**src/rtl/mult_pkg.sv**
```systemverilog
// Shared widths and output-slot state for the time-shared 5x5 multiplier.
package mult_pkg;

    localparam int MULT_IN_W  = 5;
    localparam int MULT_OUT_W = 10;

    typedef enum logic {
        SLOT_EMPTY = 1'b0,
        SLOT_FULL  = 1'b1
    } slot_state_e;

endpackage

```
**src/rtl/mult.sv**
```systemverilog
// Combinational unsigned multiplier; the full-width product is kept, never truncated.
module mult
    import mult_pkg::*;
(
    input  logic [MULT_IN_W-1:0]  i_a,
    input  logic [MULT_IN_W-1:0]  i_b,
    output logic [MULT_OUT_W-1:0] o_p
);

    assign o_p = MULT_OUT_W'(i_a) * MULT_OUT_W'(i_b);

endmodule

```
**src/rtl/rr_arbiter.sv**
```systemverilog
// Combinational round-robin picker: first set request at or after i_ptr, modulo N_REQ.
module rr_arbiter #(
    parameter int N_REQ = 4,
    parameter int ID_W  = $clog2(N_REQ)
) (
    input  logic [N_REQ-1:0] i_req,
    input  logic [ID_W-1:0]  i_ptr,
    input  logic             i_en,
    output logic [N_REQ-1:0] o_grant,
    output logic [ID_W-1:0]  o_idx
);

    logic            w_found;
    int              w_sum;
    logic [ID_W-1:0] w_cand;

    always_comb begin
        // NOTE: every variable gets a default before the search so no path leaves one unassigned, which would infer a latch.
        w_found = 1'b0;
        w_sum   = 0;
        w_cand  = '0;
        o_idx   = '0;
        o_grant = '0;
        for (int k = 0; k < N_REQ; k++) begin
            w_sum  = (int'(i_ptr) + k) % N_REQ;
            w_cand = ID_W'(w_sum);
            if (!w_found && i_req[w_cand]) begin
                w_found = 1'b1;
                o_idx   = w_cand;
            end
        end
        if (i_en && w_found) begin
            o_grant[o_idx] = 1'b1;
        end
    end

endmodule

```
**src/rtl/mult_arbiter.sv**
```systemverilog
// Shares one multiplier among N_REQ lanes: round-robin grant, product registered
// into a single output slot tagged with the winning lane index.
module mult_arbiter
    import mult_pkg::*;
#(
    parameter int N_REQ = 4,
    parameter int ID_W  = 2
) (
    input  logic                       clk,
    input  logic                       rst,
    input  logic [N_REQ-1:0]           req_valid,
    input  logic [MULT_IN_W*N_REQ-1:0] req_a,
    input  logic [MULT_IN_W*N_REQ-1:0] req_b,
    output logic [N_REQ-1:0]           req_ready,
    output logic                       resp_valid,
    output logic [ID_W-1:0]            resp_id,
    output logic [MULT_OUT_W-1:0]      resp_data,
    input  logic                       resp_ready
);

    slot_state_e           r_state;
    slot_state_e           w_state_nxt;
    logic [ID_W-1:0]       r_ptr;
    logic [ID_W-1:0]       r_id;
    logic [MULT_OUT_W-1:0] r_data;

    logic                  w_can_accept;
    logic                  w_accept;
    logic [N_REQ-1:0]      w_grant;
    logic [ID_W-1:0]       w_idx;
    logic [MULT_IN_W-1:0]  w_a;
    logic [MULT_IN_W-1:0]  w_b;
    logic [MULT_OUT_W-1:0] w_prod;

    // Reset also masks grants so req_ready reads zero while rst is held.
    assign w_can_accept = !rst && ((r_state == SLOT_EMPTY) || resp_ready);

    rr_arbiter #(
        .N_REQ (N_REQ),
        .ID_W  (ID_W)
    ) u_rr_arbiter (
        .i_req   (req_valid),
        .i_ptr   (r_ptr),
        .i_en    (w_can_accept),
        .o_grant (w_grant),
        .o_idx   (w_idx)
    );

    assign w_accept  = |w_grant;
    assign req_ready = w_grant;

    assign w_a = req_a[w_idx*MULT_IN_W +: MULT_IN_W];
    assign w_b = req_b[w_idx*MULT_IN_W +: MULT_IN_W];

    mult u_mult (
        .i_a (w_a),
        .i_b (w_b),
        .o_p (w_prod)
    );

    always_comb begin
        w_state_nxt = r_state;
        case (r_state)
            SLOT_EMPTY: if (w_accept)                 w_state_nxt = SLOT_FULL;
            SLOT_FULL:  if (resp_ready && !w_accept)  w_state_nxt = SLOT_EMPTY;
        endcase
    end

    always_ff @(posedge clk or posedge rst) begin
        // NOTE: non-blocking assignments so every register samples pre-edge values regardless of statement order.
        if (rst) begin
            r_state <= SLOT_EMPTY;
            r_ptr   <= '0;
            r_id    <= '0;
            r_data  <= '0;
        end else begin
            r_state <= w_state_nxt;
            if (w_accept) begin
                r_data <= w_prod;
                r_id   <= w_idx;
                r_ptr  <= (w_idx == ID_W'(N_REQ - 1)) ? '0 : w_idx + 1'b1;
            end
        end
    end

    assign resp_valid = (r_state == SLOT_FULL);
    assign resp_id    = r_id;
    assign resp_data  = r_data;

endmodule

```
**config.mk**
```make
export PLATFORM = sky130hd
export DESIGN_NAME = mult_arbiter
export DESIGN_NICKNAME = d
export VERILOG_FILES = /design/src/rtl/mult_pkg.sv /design/src/rtl/mult.sv /design/src/rtl/rr_arbiter.sv /design/src/rtl/mult_arbiter.sv
export SDC_FILE = /design/constraint.sdc
export NUM_CORES = 1
export LEC_CHECK = 0
export BUFFER_PORTS_ARGS = -buffer_cell sky130_fd_sc_hd__buf_2
export CAP_MARGIN = 25
export CORE_MARGIN = 5
export CORE_UTILIZATION = 30
export CTS_CLUSTER_SIZE = 30
export DETAILED_ROUTE_END_ITERATION = 6
export REMOVE_ABC_BUFFERS = 1
export SKIP_CTS_REPAIR_TIMING = 1
export SLEW_MARGIN = 40
export SYNTH_ARGS = -nofsm -noshare
export SYNTH_HDL_FRONTEND = slang
export SYNTH_HIERARCHICAL = 1
export SYNTH_SLANG_ARGS = --single-unit
```
**constraint.sdc**
```tcl
create_clock -name clk -period 6.5 [get_ports clk]
set_input_delay 1.3 -clock clk [delete_from_list [all_inputs] [get_ports clk]]
set_output_delay 1.3 -clock clk [all_outputs]
set_load 0.005 [all_outputs]
```
Word-level counts from Yosys, hierarchy flattened. Index checks and enable logic that the tools add are counted.

Flip-flop bits (word level): 15. Bits in latches: 0. Bits in writable memories: 0. Memory bits (read-only): 0. Bits of input ports: 47. Output and inout bits: 17. Word-level logic and storage cells: 57. Memories kept: 0.

$add $sub $neg: 4. Multiply operators: 2. Divide/modulo/power cells: 0. Order comparisons: 6. Equal/unequal tests: 1. Shifts and indexed selects: 2. Muxes and demuxes: 23. Bitwise logic cells: 1. Reduce and logical (&&, ||, !) cells: 14.

Operator list (count): $shiftx A20 B6 Y5 (2); $lt A2 B3 Y1 const B (5); $mux W1 (11); $mul A5 B5 Y10 (1); $mux W2 (5); $bmux W1 S2 (4); $logic_and A1 B1 Y1 (7); $logic_not A1 Y1 (5); $mul A2 B3 Y5 const B (1); $add A2 B1 Y2 const B (2); $add A2 B2 Y2 const B (2); $mux W4 (1); $reduce_or A4 Y1 (1); $demux W1 S2 (1); $eq A2 B2 Y1 const B (1); $ge A2 B1 Y1 const B (1); $pmux W1 S2 (1); $logic_or A1 B1 Y1 (1); $not A1 Y1 (1).

Longest topological paths before layout.
Depth after elaboration: 22. Gate-level depth with buffers: 18. Gate-level depth less buffers: 17.

Cells and area by module. The synthesis kept the hierarchy.

By module, submodules not included: mult_arbiter (instances 1, cells each 49, area each 839.6 um2, seq. area each 375.4 um2); mult (instances 1, cells each 91, area each 785.8 um2, seq. area each 0.0 um2); rr_arbiter (instances 1, cells each 16, area each 135.1 um2, seq. area each 0.0 um2).

Least setup slack after synthesis. Ideal clock, no wire load.

Path type: input port to flip-flop. Start point: input port req_valid[2]. End point: register r_data[9] (netlist: resp_data[9]). Setup time: 0.125 ns. Arrival time: 5.672 ns. Required time: 6.375 ns. Slack: 0.703 ns. Stages on the path: 16. Buffers on the path: 1. Cells stage by stage: nor2b_4 > a21o_1 > a211oi_4 > buf_4 > mux4_2 > nand2_1 > fa_1 > fa_1 > fa_1 > inv_1 > ha_1 > nor2b_2 > a311oi_2 > a21oi_2 > xnor2_1 > mux2_2.

Elaborated cells between the ends (all ways): 34. Those cells by class: mul (2); order compare (2); shift (2); mux (19); reduce/logical (9).

RTL lines: start, declared (line mult_arbiter.sv:11) `input logic [N_REQ-1:0] req_valid,`; $bmux W1 S2 (line rr_arbiter.sv:27) `if (!w_found && i_req[w_cand]) begin`; $mux W1 (implied by the code) (line rr_arbiter.sv:27); $mux W1 (line rr_arbiter.sv:27); $logic_not A1 Y1 (line rr_arbiter.sv:27); $logic_and A1 B1 Y1 (line rr_arbiter.sv:27); $mux W1 (line rr_arbiter.sv:27); $logic_not A1 Y1 (line rr_arbiter.sv:27); $logic_and A1 B1 Y1 (line rr_arbiter.sv:27); [... 2 more ...]; $logic_and A1 B1 Y1 (line rr_arbiter.sv:27); $mux W2 * (line rr_arbiter.sv:27); named net w_idx[0] (line mult_arbiter.sv:30) `logic [ID_W-1:0] w_idx;`; $mul A2 B3 Y5 * (line mult_arbiter.sv:52) `assign w_a = req_a[w_idx*MULT_IN_W +: MULT_IN_W];`; $shiftx A20 B6 Y5 * (line mult_arbiter.sv:52); named net w_a[1] (line mult_arbiter.sv:31) `logic [MULT_IN_W-1:0] w_a;`; $mul A5 B5 Y10 * (line mult.sv:10) `assign o_p = MULT_OUT_W'(i_a) * MULT_OUT_W'(i_b);`; named net w_prod[9] (line mult_arbiter.sv:33) `logic [MULT_OUT_W-1:0] w_prod;`; end signal, assigned (line mult_arbiter.sv:79) `r_data <= w_prod;`; end, declared (line mult_arbiter.sv:25) `logic [MULT_OUT_W-1:0] r_data;`.

Mark *: on every way through the listed nets, which the timed path passes. The rest lies on a longest branch. The select of a mux whose other input is x is not followed. A chain may end at the register's enable or synchronous reset.

Worst setup path in the final report.
Start point: input port req_valid[2]. End point: register r_data[9] (netlist: resp_data[9]).

Elaborated cells between the ends (all ways): 34. Those cells by class: mul (2); order compare (2); shift (2); mux (19); reduce/logical (9).

RTL lines: $bmux W1 S2 (line rr_arbiter.sv:27); $mux W1 (implied by the code) (line rr_arbiter.sv:27); $mux W1 (line rr_arbiter.sv:27); $logic_not A1 Y1 (line rr_arbiter.sv:27); $logic_and A1 B1 Y1 (line rr_arbiter.sv:27); $mux W1 (line rr_arbiter.sv:27); $logic_not A1 Y1 (line rr_arbiter.sv:27); $logic_and A1 B1 Y1 (line rr_arbiter.sv:27); [... 2 more ...]; $logic_and A1 B1 Y1 (line rr_arbiter.sv:27); $mux W2 * (line rr_arbiter.sv:27); named net w_idx[0] (line mult_arbiter.sv:30); $mul A2 B3 Y5 * (line mult_arbiter.sv:53) `assign w_b = req_b[w_idx*MULT_IN_W +: MULT_IN_W];`; $shiftx A20 B6 Y5 * (line mult_arbiter.sv:53); named net w_b[3] (line mult_arbiter.sv:32) `logic [MULT_IN_W-1:0] w_b;`; $mul A5 B5 Y10 * (line mult.sv:10); named net w_prod[9] (line mult_arbiter.sv:33).

Marks and branches as above.

==> flow_metrics.tcl <==
set metrics [dict create \
    routed_wl_um 3800 \
    clk_path_buf_depth 2 \
    gr-total-overflow 0 \
    finalHoldViolations 0 \
    ant_nets 0 \
    start_kind "primary input" \
    finalWorstSetupSlack_ns 0.754 \
    path_class "in -> reg" \
    slowest_stage "mux4_2" \
    hp-class "reg -> reg" \
    use_met2_pct 16.9 \
    path_max_fanout 9 \
    netlist_instances 156 \
    skew_ns 0.00243 \
    pwr-share-clk_pct 4.9 \
    ios 64 \
    grt-busiest-layer "met2" \
    finalSetupTns_ns 0 \
    status "completed" \
    cts_buffers 3 \
    clock-sinks 15 \
    grt_use_total_pct 10.3 \
    grt_pass1_vias 1376 \
    clockRootBuffer "clkbuf_8" \
    yosysTopAreaCellShare_pct 21.3 \
    avgRoutedWirePerCell_um 12.8 \
    grt_start_max_net_pins 17 \
    seq_area_frac_synth_pct 21.3 \
    synth_cell_types 40 \
    num_vias 1412 \
    drtPass1Iterations 2 \
    synth.avg_cell_area_um2 11.3 \
    tightest_slew_ns 0.700 \
    rr_startpoint "r_ptr[0]$_DFFE_PP0P_" \
    synth_edf_count 0 \
    die_x_um 86.6 \
    diodes 0 \
    cpMostUsedCell "fa_1" \
    grt_pass1_wl_um 6200 \
    syn_area_mm2 0.00176 \
    p_leak_nw 1.08 \
    path_clk_slew_ns 0.06 \
    dieHeight_um 86.6 \
    syn_to_final_growth_pct 25.7 \
    p_int_mw 0.822 \
    reg2reg_depth 15 \
    insertion_delay_ns 0.24 \
    synth_seq_cells 15 \
    ctsHtreeMaxLevel 1 \
    post-place-ws_ns 0.418 \
    coreArea_mm2 0.00582 \
    cp_slowest_stage_delay_ns 0.63 \
    synth-main-ff-cell "dfrtp_1" \
    endpoint_kind "flop" \
    globalplace.congestion 0.807 \
    hold_path_end "resp_data[7]$_DFFE_PP0P_" \
    fill_cells 602 \
    combPwrFrac_pct 83.2 \
    period_share_pct 88.4 \
    yosys_warnings 6 \
    nets 299 \
    hpwl_um 3470 \
    period_minus_slack_ns 5.75 \
    place_area_mm2 0.00217 \
    cts_tree "done" \
    yosys-top-cells-count "19 x and2_1, 19 x ha_1, 17 x inv_1" \
    crit_chain "buf_2, nor2b_4, a21o_1, a211oi_4, mux4_2, nand2_1, fa_1, fa_1, fa_1, inv_1, ha_1, nor2b_2, a311oi_2, a21oi_2, xnor2_1, mux2_2" \
    swShare_pct 44.4 \
    ys_top_cells_by_area "dfrtp_1 21%, ha_1 14%, mux4_2 13%" \
    hold_path_depth 1 \
    drc 0 \
    post-route-cell-area_mm2 0.00221 \
    r2r_slack_ns 1.57 \
    slew_headroom_pct 52.7 \
    ir_drop_mv 0.228 \
    port_buffers 63 \
    slew_violations 0 \
    min-delay-start "resp_data[7]$_DFFE_PP0P_" \
    met3_usage_pct 3.99 \
    critPathRequiredTime_ns 6.63 \
    rsz0062_at_grt "false" \
    power_density_mw_per_mm2 667 \
    fmax_mhz 174 \
    antenna_found_initial 0 \
    die_area_mm2 0.00750 \
    p_seq_share_pct 11.9 \
    whs_ns 0.498 \
    synthArstFlopShare_pct 100 \
    routed_via_density 4.74 \
    drt-initial-drc-count 4 \
    p_total_mw 1.48 \
    setup_violations 0 \
    drv_cap 0 \
    p_sw_mw 0.655 \
    initial_utilization_pct 30.3 \
    drive_gt1_share_pct 47.5 \
    met1_usage_pct 13.1 \
    worst_r2r_endpoint "resp_data[9]$_DFFE_PP0P_" \
    num_rows 28 \
    cp_data_arrival_time_ns 5.87 \
    synth_largest_area_cell "dfrtp_1" \
]
## power groups by stage
stage / Clock, mW / Combinational (mW) / Sequential, mW
detailed placement: 0 / 1.26 / 0.178
global route: 0.0791 / 1.39 / 0.183
global placement: 0 / 1.25 / 0.177
finish: 0.0730 / 1.23 / 0.176
CTS: 0.0770 / 1.27 / 0.177
floorplan: 0 / 0.987 / 0.178
## registers in the layout, indices dropped and copies added, names as in the netlist
register	flops
r_ptr	2
resp_id	2
resp_data	10
resp_valid	1
## layer usage
layer	part of all wire, %	vias up
met5	0	-
met4	0.26	0
met3	8.8	2
met2	48	49
met1	43	674
li1	-	687
## cell type report
cell class / count / area (µm²) / area share [%]
Clock buffer: 4 / 45.0 / 2.04
Sequential cell: 15 / 375 / 17.0
Timing Repair Buffer: 66 / 338 / 15.3
Multi-Input combinational cell: 121 / 1300 / 58.6
Tap cell: 75 / 93.8 / 4.24
Inverter: 17 / 63.8 / 2.88
## cells in the final DEF (no fill, tap or decap), drive strengths merged, types with 3 or more instances in the layout
| cell type | count |
|---|---|
| dfrtp | 15 |
| and2 | 19 |
| buf | 66 |
| nand2 | 6 |
| xnor2 | 4 |
| ha | 19 |
| inv | 17 |
| nand2b | 3 |
| a21oi | 5 |
| clkbuf | 4 |
| mux2 | 14 |
| nor2b | 5 |
| nor2 | 7 |
| mux4 | 10 |
| fa | 9 |
## critical path, delay by kind of cell
family | cells | cell delay [ns]
buf+inv | 2 | 0.15
fa+ha+maj | 4 | 1.80
xor+xnor | 1 | 0.13
simple gates | 3 | 0.41
compound gates | 4 | 1.19
mux | 2 | 0.89
## cell families (layout without fill, tap and decap cells)
logic type / after synthesis / count (layout) / share of synthesized area, %
AOI/OAI and AO/OA: 15 / 15 / 7.89
adders and majority gates: 28 / 28 / 23.7
and+or+nand+nor: 49 / 49 / 17.8
buffers and inverters: 20 / 87 / 4.97
DFF: 15 / 15 / 21.3
xor gates and xnor gates: 5 / 5 / 2.49
muxes: 24 / 24 / 21.7
## metrics by stage
step                util, %  cells
detailed placement     37.3    294
finish                 38.1    298
CTS                    38.1    298
global route           38.1    298
global placement       37.2    293
floorplan                 -    153
## worst max-delay path by stage
stage,to,from,slack (ns),depth (start not counted)
CTS,resp_data[9]$_DFFE_PP0P_,req_valid[2],0.69,16
finish,resp_data[9]$_DFFE_PP0P_,req_valid[2],0.75,16
floorplan,resp_data[9]$_DFFE_PP0P_,req_valid[2],0.56,15
detailed placement,resp_data[9]$_DFFE_PP0P_,req_valid[2],0.42,16
global route,resp_data[9]$_DFFE_PP0P_,req_valid[2],0.51,16
global placement,resp_data[9]$_DFFE_PP0P_,req_valid[2],0.53,16
No activity file was read; power rests on OpenSTA's default activity.
